`src/rtl/board_pkg.sv`:
```
// Board-level constants shared by all blocks clocked from the 133 MHz system clock.
package board_pkg;

  localparam int unsigned CLOCK_HZ = 133_000_000;

  // Convert a duration in milliseconds into system clock cycles.
  function automatic int unsigned ms_to_cycles(input int unsigned ms);
    return ms * (CLOCK_HZ / 1000);
  endfunction

  // 10 ms debounce window and 1 s long-press hold at the system clock rate.
  localparam int unsigned STABLE_CYCLES_DEFAULT = ms_to_cycles(10);
  localparam int unsigned LONG_CYCLES_DEFAULT   = ms_to_cycles(1000);

endpackage

```
`src/rtl/sync_ff2.sv`:
```
// Two-flop synchronizer for one asynchronous data bit.
module sync_ff2 #(
  parameter logic RESET_VAL = 1'b1
) (
  input  logic clock,
  input  logic resetn,
  input  logic d,
  output logic q
);

  logic meta;

  // Two back-to-back flops; the first may go metastable, the second resolves it.
  always_ff @(posedge clock or negedge resetn) begin
    if (!resetn) begin
      meta <= RESET_VAL;
      q    <= RESET_VAL;
    end else begin
      meta <= d;
      q    <= meta;
    end
  end

endmodule

```
`src/rtl/button_debounce.sv`:
```
// Push-button debouncer with press/release pulses and an optional long-press
// pulse. Long-press logic is built only when BUTTON_DEBOUNCE_LONG_PRESS_EN is
// defined; otherwise long_press is tied low and LONG_CYCLES is only range-checked.
module button_debounce
  import board_pkg::*;
#(
  parameter int unsigned STABLE_CYCLES = STABLE_CYCLES_DEFAULT,
  parameter int unsigned LONG_CYCLES   = LONG_CYCLES_DEFAULT
) (
  input  logic clock,
  input  logic resetn,
  input  logic pin_in,
  output logic level,
  output logic fall,
  output logic rise,
  output logic long_press
);

  // Counter holds 0..STABLE_CYCLES-1 and clears on reaching the top, so it never wraps.
  localparam int unsigned SW = $clog2(STABLE_CYCLES);
  localparam logic [SW-1:0] STABLE_MAX = SW'(STABLE_CYCLES - 1);

  if (STABLE_CYCLES < 2 || LONG_CYCLES < STABLE_CYCLES) begin : g_param_check
    $error("button_debounce: need STABLE_CYCLES >= 2 and LONG_CYCLES >= STABLE_CYCLES");
  end

  logic          sync;
  logic [SW-1:0] stab_cnt;
  logic          mismatch;
  logic          stab_hit;
  logic          rise_evt;

  // The raw pin is only ever seen through this synchronizer; idle level is high.
  sync_ff2 #(.RESET_VAL(1'b1)) u_sync (
    .clock  (clock),
    .resetn (resetn),
    .d      (pin_in),
    .q      (sync)
  );

  assign mismatch = sync ^ level;
  assign stab_hit = mismatch && (stab_cnt == STABLE_MAX);
  assign rise_evt = stab_hit && sync;

  // Count consecutive mismatching cycles; any agreeing cycle restarts the window.
  always_ff @(posedge clock or negedge resetn) begin
    if (!resetn) begin
      stab_cnt <= '0;
    end else if (!mismatch || stab_hit) begin
      stab_cnt <= '0;
    end else begin
      stab_cnt <= stab_cnt + 1'b1;
    end
  end

  // Accept the new level once the mismatch has lasted the full window and flag its direction.
  always_ff @(posedge clock or negedge resetn) begin
    if (!resetn) begin
      level <= 1'b1;
      fall  <= 1'b0;
      rise  <= 1'b0;
    end else begin
      if (stab_hit) level <= sync;
      fall <= stab_hit && !sync;
      rise <= stab_hit && sync;
    end
  end

`ifdef BUTTON_DEBOUNCE_LONG_PRESS_EN
  localparam int unsigned LW = $clog2(LONG_CYCLES + 1);
  localparam logic [LW-1:0] LONG_MAX = LW'(LONG_CYCLES);
  localparam logic [LW-1:0] LONG_PRE = LW'(LONG_CYCLES - 1);

  logic [LW-1:0] long_cnt;

  // Time the hold while level is low; saturating at the top gives one pulse per
  // press, and a release arriving on the same edge suppresses that pulse.
  always_ff @(posedge clock or negedge resetn) begin
    if (!resetn) begin
      long_cnt   <= '0;
      long_press <= 1'b0;
    end else begin
      long_press <= 1'b0;
      if (level) begin
        long_cnt <= '0;
      end else if (long_cnt != LONG_MAX) begin
        long_cnt <= long_cnt + 1'b1;
        if (long_cnt == LONG_PRE && !rise_evt) long_press <= 1'b1;
      end
    end
  end
`else
  assign long_press = 1'b0;
`endif

endmodule

```
`config.mk`:
```
export PLATFORM = sky130hd
export DESIGN_NAME = button_debounce
export DESIGN_NICKNAME = d
export VERILOG_FILES = /design/src/rtl/board_pkg.sv /design/src/rtl/sync_ff2.sv /design/src/rtl/button_debounce.sv
export SDC_FILE = /design/constraint.sdc
export NUM_CORES = 1
export LEC_CHECK = 0
export CAP_MARGIN = 0
export CORE_MARGIN = 2
export CORE_UTILIZATION = 35
export CTS_CLUSTER_SIZE = 20
export DETAILED_ROUTE_END_ITERATION = 6
export PLACE_DENSITY = 0.58
export REMOVE_ABC_BUFFERS = 1
export SYNTH_ARGS = -nofsm -noshare
export SYNTH_HDL_FRONTEND = slang
export SYNTH_SLANG_ARGS = --single-unit
```
`constraint.sdc`:
```
create_clock -name clock -period 3.2 [get_ports clock]
set_input_delay 0.8 -clock clock [delete_from_list [all_inputs] [get_ports clock]]
set_output_delay 0.8 -clock clock [all_outputs]
set_load 0.01 [all_outputs]
```
---- Yosys cells after proc, flatten, opt, wreduce, memory -nomap -nowiden ----
Index checks and enable logic that the tools add are counted.
operators by class
  equality and inequality tests ........... 1
  reduce and logical (&&, ||, !) cells .... 6
  multiplexer cells ....................... 1
  add/sub/neg operators ................... 1
  bitwise gates (word level) .............. 1
operator list
  cell                                            number
  adder 21 x 1 -> 21 bit (second input constant)  1
  equality test 21 bit (second input constant)    1
  two-way mux 21 bit                              1
  logical AND 1 bit                               3
  logical NOT 1 bit                               2
  logical OR 1 bit                                1
  bitwise XOR 1 bit                               1
word-level totals
  input bits .............................. 3
  register bits ........................... 26
  output and inout port bits .............. 4
  logic and storage cells ................. 16

---- Logic depth before layout (Yosys ltp) ----
  depth in word-level cells ............... 4
  depth in mapped cells ................... 6
  mapped depth without buffers ............ 5

---- Modules after synthesis ----
Synthesis repeated with hierarchy kept, for this count alone.
second synthesis, totals
  cells, all modules ...................... 122
  area total of the unflattened synthesis .. 1257.5 µm²
by module, submodules not included
  module           area an instance (µm²)  cells an instance  seq. area each (µm²)  times used
  button_debounce  1204.9                  120                601.8                 1
  sync_ff2         52.6                    2                  52.6                  1

---- Worst setup path after synthesis ----
OpenSTA, ideal clock, no wires.
  path type ............................... reg-to-reg
  from .................................... reg stab_cnt[5]
  to ...................................... reg stab_cnt[19]
  library setup time ...................... 0.078 ns
  buffers on the path ..................... 1
  data arrival time ....................... 1.659 ns
  setup slack ............................. 1.463 ns
  stages on the path, launching flop included .. 6
  data required time ...................... 3.122 ns
  path through ............................ dfrtp_1 -> nand4_4 -> or3_1 -> buf_2 -> or4_1 -> a21oi_1
between the ends
  cells in the longest elaborated chain, start to end .. 4
  elaborated cells between the ends (all ways) .. 5
  those cells by class .................... 1 x add/sub; 1 x eq/ne; 1 x mux; 2 x reduce/logical
ends and longest elaborated chain
  what                                                                            line                   text
  from (decl)                                                                     button_debounce.sv:28  logic [SW-1:0] stab_cnt;
  from (signal assigned)                                                          button_debounce.sv:52  stab_cnt <= stab_cnt + 1'b1;
  parallel branches: the longest is 3 deep, another holds adder 21 x 1 -> 21 bit  -
  two-way mux 21 bit (*)                                                          button_debounce.sv:49  end else if (!mismatch || stab_hit) begin
Mark *: on every way between the ends.
A chain may end at the register's enable or synchronous reset.

---- Worst setup path after layout ----
  from .................................... reg level
  to ...................................... out level
RTL lines
  what                    line                   text
  from (decl)             button_debounce.sv:13  output logic level,
  from (signal assigned)  button_debounce.sv:63  if (stab_hit) level <= sync;
No word-level cell between the ends.

==> out/metrics.cfg <==
[synth]
ys_seq_elements = 26
ys_warn_count = 0
synth_edf_count = 0
netlist_instances = 122
synthFlopType = dfrtp_1
synth.top_cell.area_share = 0.458
async_flop_share = 1.00
synth_top_cell_by_area = dfrtp_1
synth-seq-area-share = 0.520
yosysMostFrequentCell = dfrtp_1
postSynthAreaPerCell_um2 = 10.3
synthesis.area_um2 = 1260
synth_commonest_cells = dfrtp_1, nor2_1, xnor2_1
synthTopCellsByArea = dfrtp_1, xnor2_1, dfstp_2
synth_cell_types = 33

[setup_path]
cp-start-kind = flip-flop
cp_cell_sequence = clkdlybuf4s50_1
worstPathBufferInverterCount = 1
crit_fanout = 5
crit_family = flip-flops
crit_arrival_ns = 1.44
crit_required_ns = 2.40
critPathSlowestCell = dfstp_2
crit_type = flip-flop to output port
endpoint_kind = output port
max_stage_delay_ns = 0.59

[run]
maxCapViolCount = 0

[routing]
firstDrtPassIters = 3
postRouteAntennaNets = 0
wl_mm = 2.26
wl_per_cell_um = 13.0
vias_per_cell = 5.11
num_vias = 890
drtIter0Drc = 41
drcViolationCount = 0

[pwr]
pwr_density_cell_nw_per_um2 = 375
p_comb_frac = 0.039
p_leak_nw = 0.547
peakVddDrop_mv = 0.214
p_int_mw = 0.410
p_sw_mw = 0.111
seqPwrFrac = 0.650
swShare = 0.212
p_clk_frac = 0.311

[clock_network]
cts.htree.levels = 1
worstSkewPairLatency_ns = 0.32
clockRootBuffer = clkbuf_4
clk_pin_slew_worst_paths_ns = 0.13
postCtsSetupBuffers = 0
cts_tree = yes
numClockSinks = 26
cts.path.max_buffers = 2
hold_buffers = 0
cts_resized = 0
cts_buffers = 3

[global_routing]
grt.met2_usage = 0.210
antenna_found_initial = 0
grt_pass1_vias = 889
grt.met3_usage = 0.0370
grt.total_usage = 0.126
grt_pass1_wl_mm = 4.08
busiest_layer = met2
grt_use_met1 = 0.165
grt_start_max_net_pins = 27
overflow = 0

[timing]
finalSetupViolCount = 0
slew_viol_final = 0
hold_viol = 0
period_minus_slack_ns = 2.24
slew_headroom = 0.536
clock_skew_ns = 0.0103
fin_crit_sh = 0.699
worst_pin_slew_ns = 0.696
rsz0062_at_grt = false
fmax_mhz = 447
fin_setup_tns_ns = 0

[finish]
multi_input_area_um2 = 564
regArea_um2 = 654
drive_gt1_frac = 0.109
area.growth.synth_to_final_pct = 10.4
antenna-diode-count = 0
fin_nets = 133
stdcell_count = 174
fillCellCount = 327

[die]
chipHeight_um = 63.9
start_util = 0.371
io_pins = 7
core_um2 = 3390
fp.dieW_um = 63.9
num_rows = 21
die_area_um2 = 4090

[placement]
numPortBuffers = 5
place_inst = 170
gp_congestion = 0.777
place_hpwl_mm = 1.65

[hold_path]
hold_class = flip-flop to flip-flop

[run_status]
status = finished clean

-- placed cells by master, fill, tap and decap left out, types with 2 or more instances in the layout --
| cell | instances |
|---|---|
| a21oi_1 | 6 |
| and3_1 | 2 |
| and4_1 | 2 |
| clkbuf_4 | 3 |
| clkdlybuf4s50_1 | 5 |
| dfrtp_1 | 23 |
| dfstp_2 | 3 |
| inv_1 | 5 |
| nand2_1 | 5 |
| nand3_1 | 6 |
| nand4_1 | 2 |
| nor2_1 | 17 |
| nor3_1 | 4 |
| nor3b_1 | 3 |
| nor4_1 | 3 |
| nor4b_1 | 2 |
| o21ai_0 | 3 |
| o31ai_1 | 2 |
| or3_1 | 4 |
| or4_1 | 2 |
| xnor2_1 | 12 |
| xor2_1 | 2 |
-- sequential cells by signal (all words and copies together) (netlist names) --
signal       flops
stab_cnt        21
u_sync.meta      1
u_sync.q         1
rise             1
fall             1
level            1
-- per-layer routing --
layer / vias to the layer above / wire, um
met5: - / 0
met1: 441 / 1120
li1: 441 / -
met2: 6 / 1080
met3: 2 / 59
met4: 0 / 9
-- stage by stage --
step	setup WS (ns)	hold slack [ns]	util	area (um^2)	power [mW]
6_report	0.964	0.366	0.410	1390	0.521
3_5_place_dp	1.16	0.348	0.399	1350	0.366
4_1_cts	0.936	0.367	0.410	1390	0.531
2_1_floorplan	1.49	0.345	-	1240	0.353
5_1_grt	0.901	0.379	0.410	1390	0.552
3_3_place_gp	1.19	0.346	0.399	1350	0.365
-- power by group through the flow --
| stage | Sequential [mW] | Combinational (mW) | Clock, mW |
|---|---|---|---|
| floorplan | 0.344 | 0.00918 | 0 |
| global placement | 0.344 | 0.0211 | 0 |
| detailed placement | 0.345 | 0.0215 | 0 |
| CTS | 0.339 | 0.0216 | 0.171 |
| global route | 0.340 | 0.0247 | 0.188 |
| finish | 0.339 | 0.0205 | 0.162 |
-- final timing paths --
check,startpoint,end,slack (ns),cells past startpoint
max,level$_DFFE_PN1P_,level,0.96,1
min,u_sync.meta$_DFF_PN1_,u_sync.q$_DFF_PN1_,0.37,0
max reg2reg,stab_cnt[19]$_DFF_PN0_,stab_cnt[2]$_DFF_PN0_,1.15,4
min reg2reg,u_sync.meta$_DFF_PN1_,u_sync.q$_DFF_PN1_,0.37,0
max in group asynchronous,resetn,u_sync.q$_DFF_PN1_,2.07,2
min in group asynchronous,resetn,stab_cnt[19]$_DFF_PN0_,0.83,2
-- area by class of cell --
type | count | area share
inverters | 5 | 0.0135
flip-flops and latches | 26 | 0.471
well taps | 46 | 0.0414
repair buffers | 6 | 0.0414
multi-input cells | 87 | 0.406
clock buffers | 4 | 0.0261
-- cells by family after synthesis --
logic type | after synthesis | share of synthesized area
and+or+nand+nor | 57 | 0.267
DFF | 26 | 0.520
xor gates and xnor gates | 14 | 0.0975
AOI/OAI and AO/OA | 13 | 0.0627
buffers and inverters | 9 | 0.0308
adders and majority gates | 1 | 0.00995
other | 1 | 0.00298
muxes | 1 | 0.00895
Note: power is estimated with default switching activity, not from simulation.
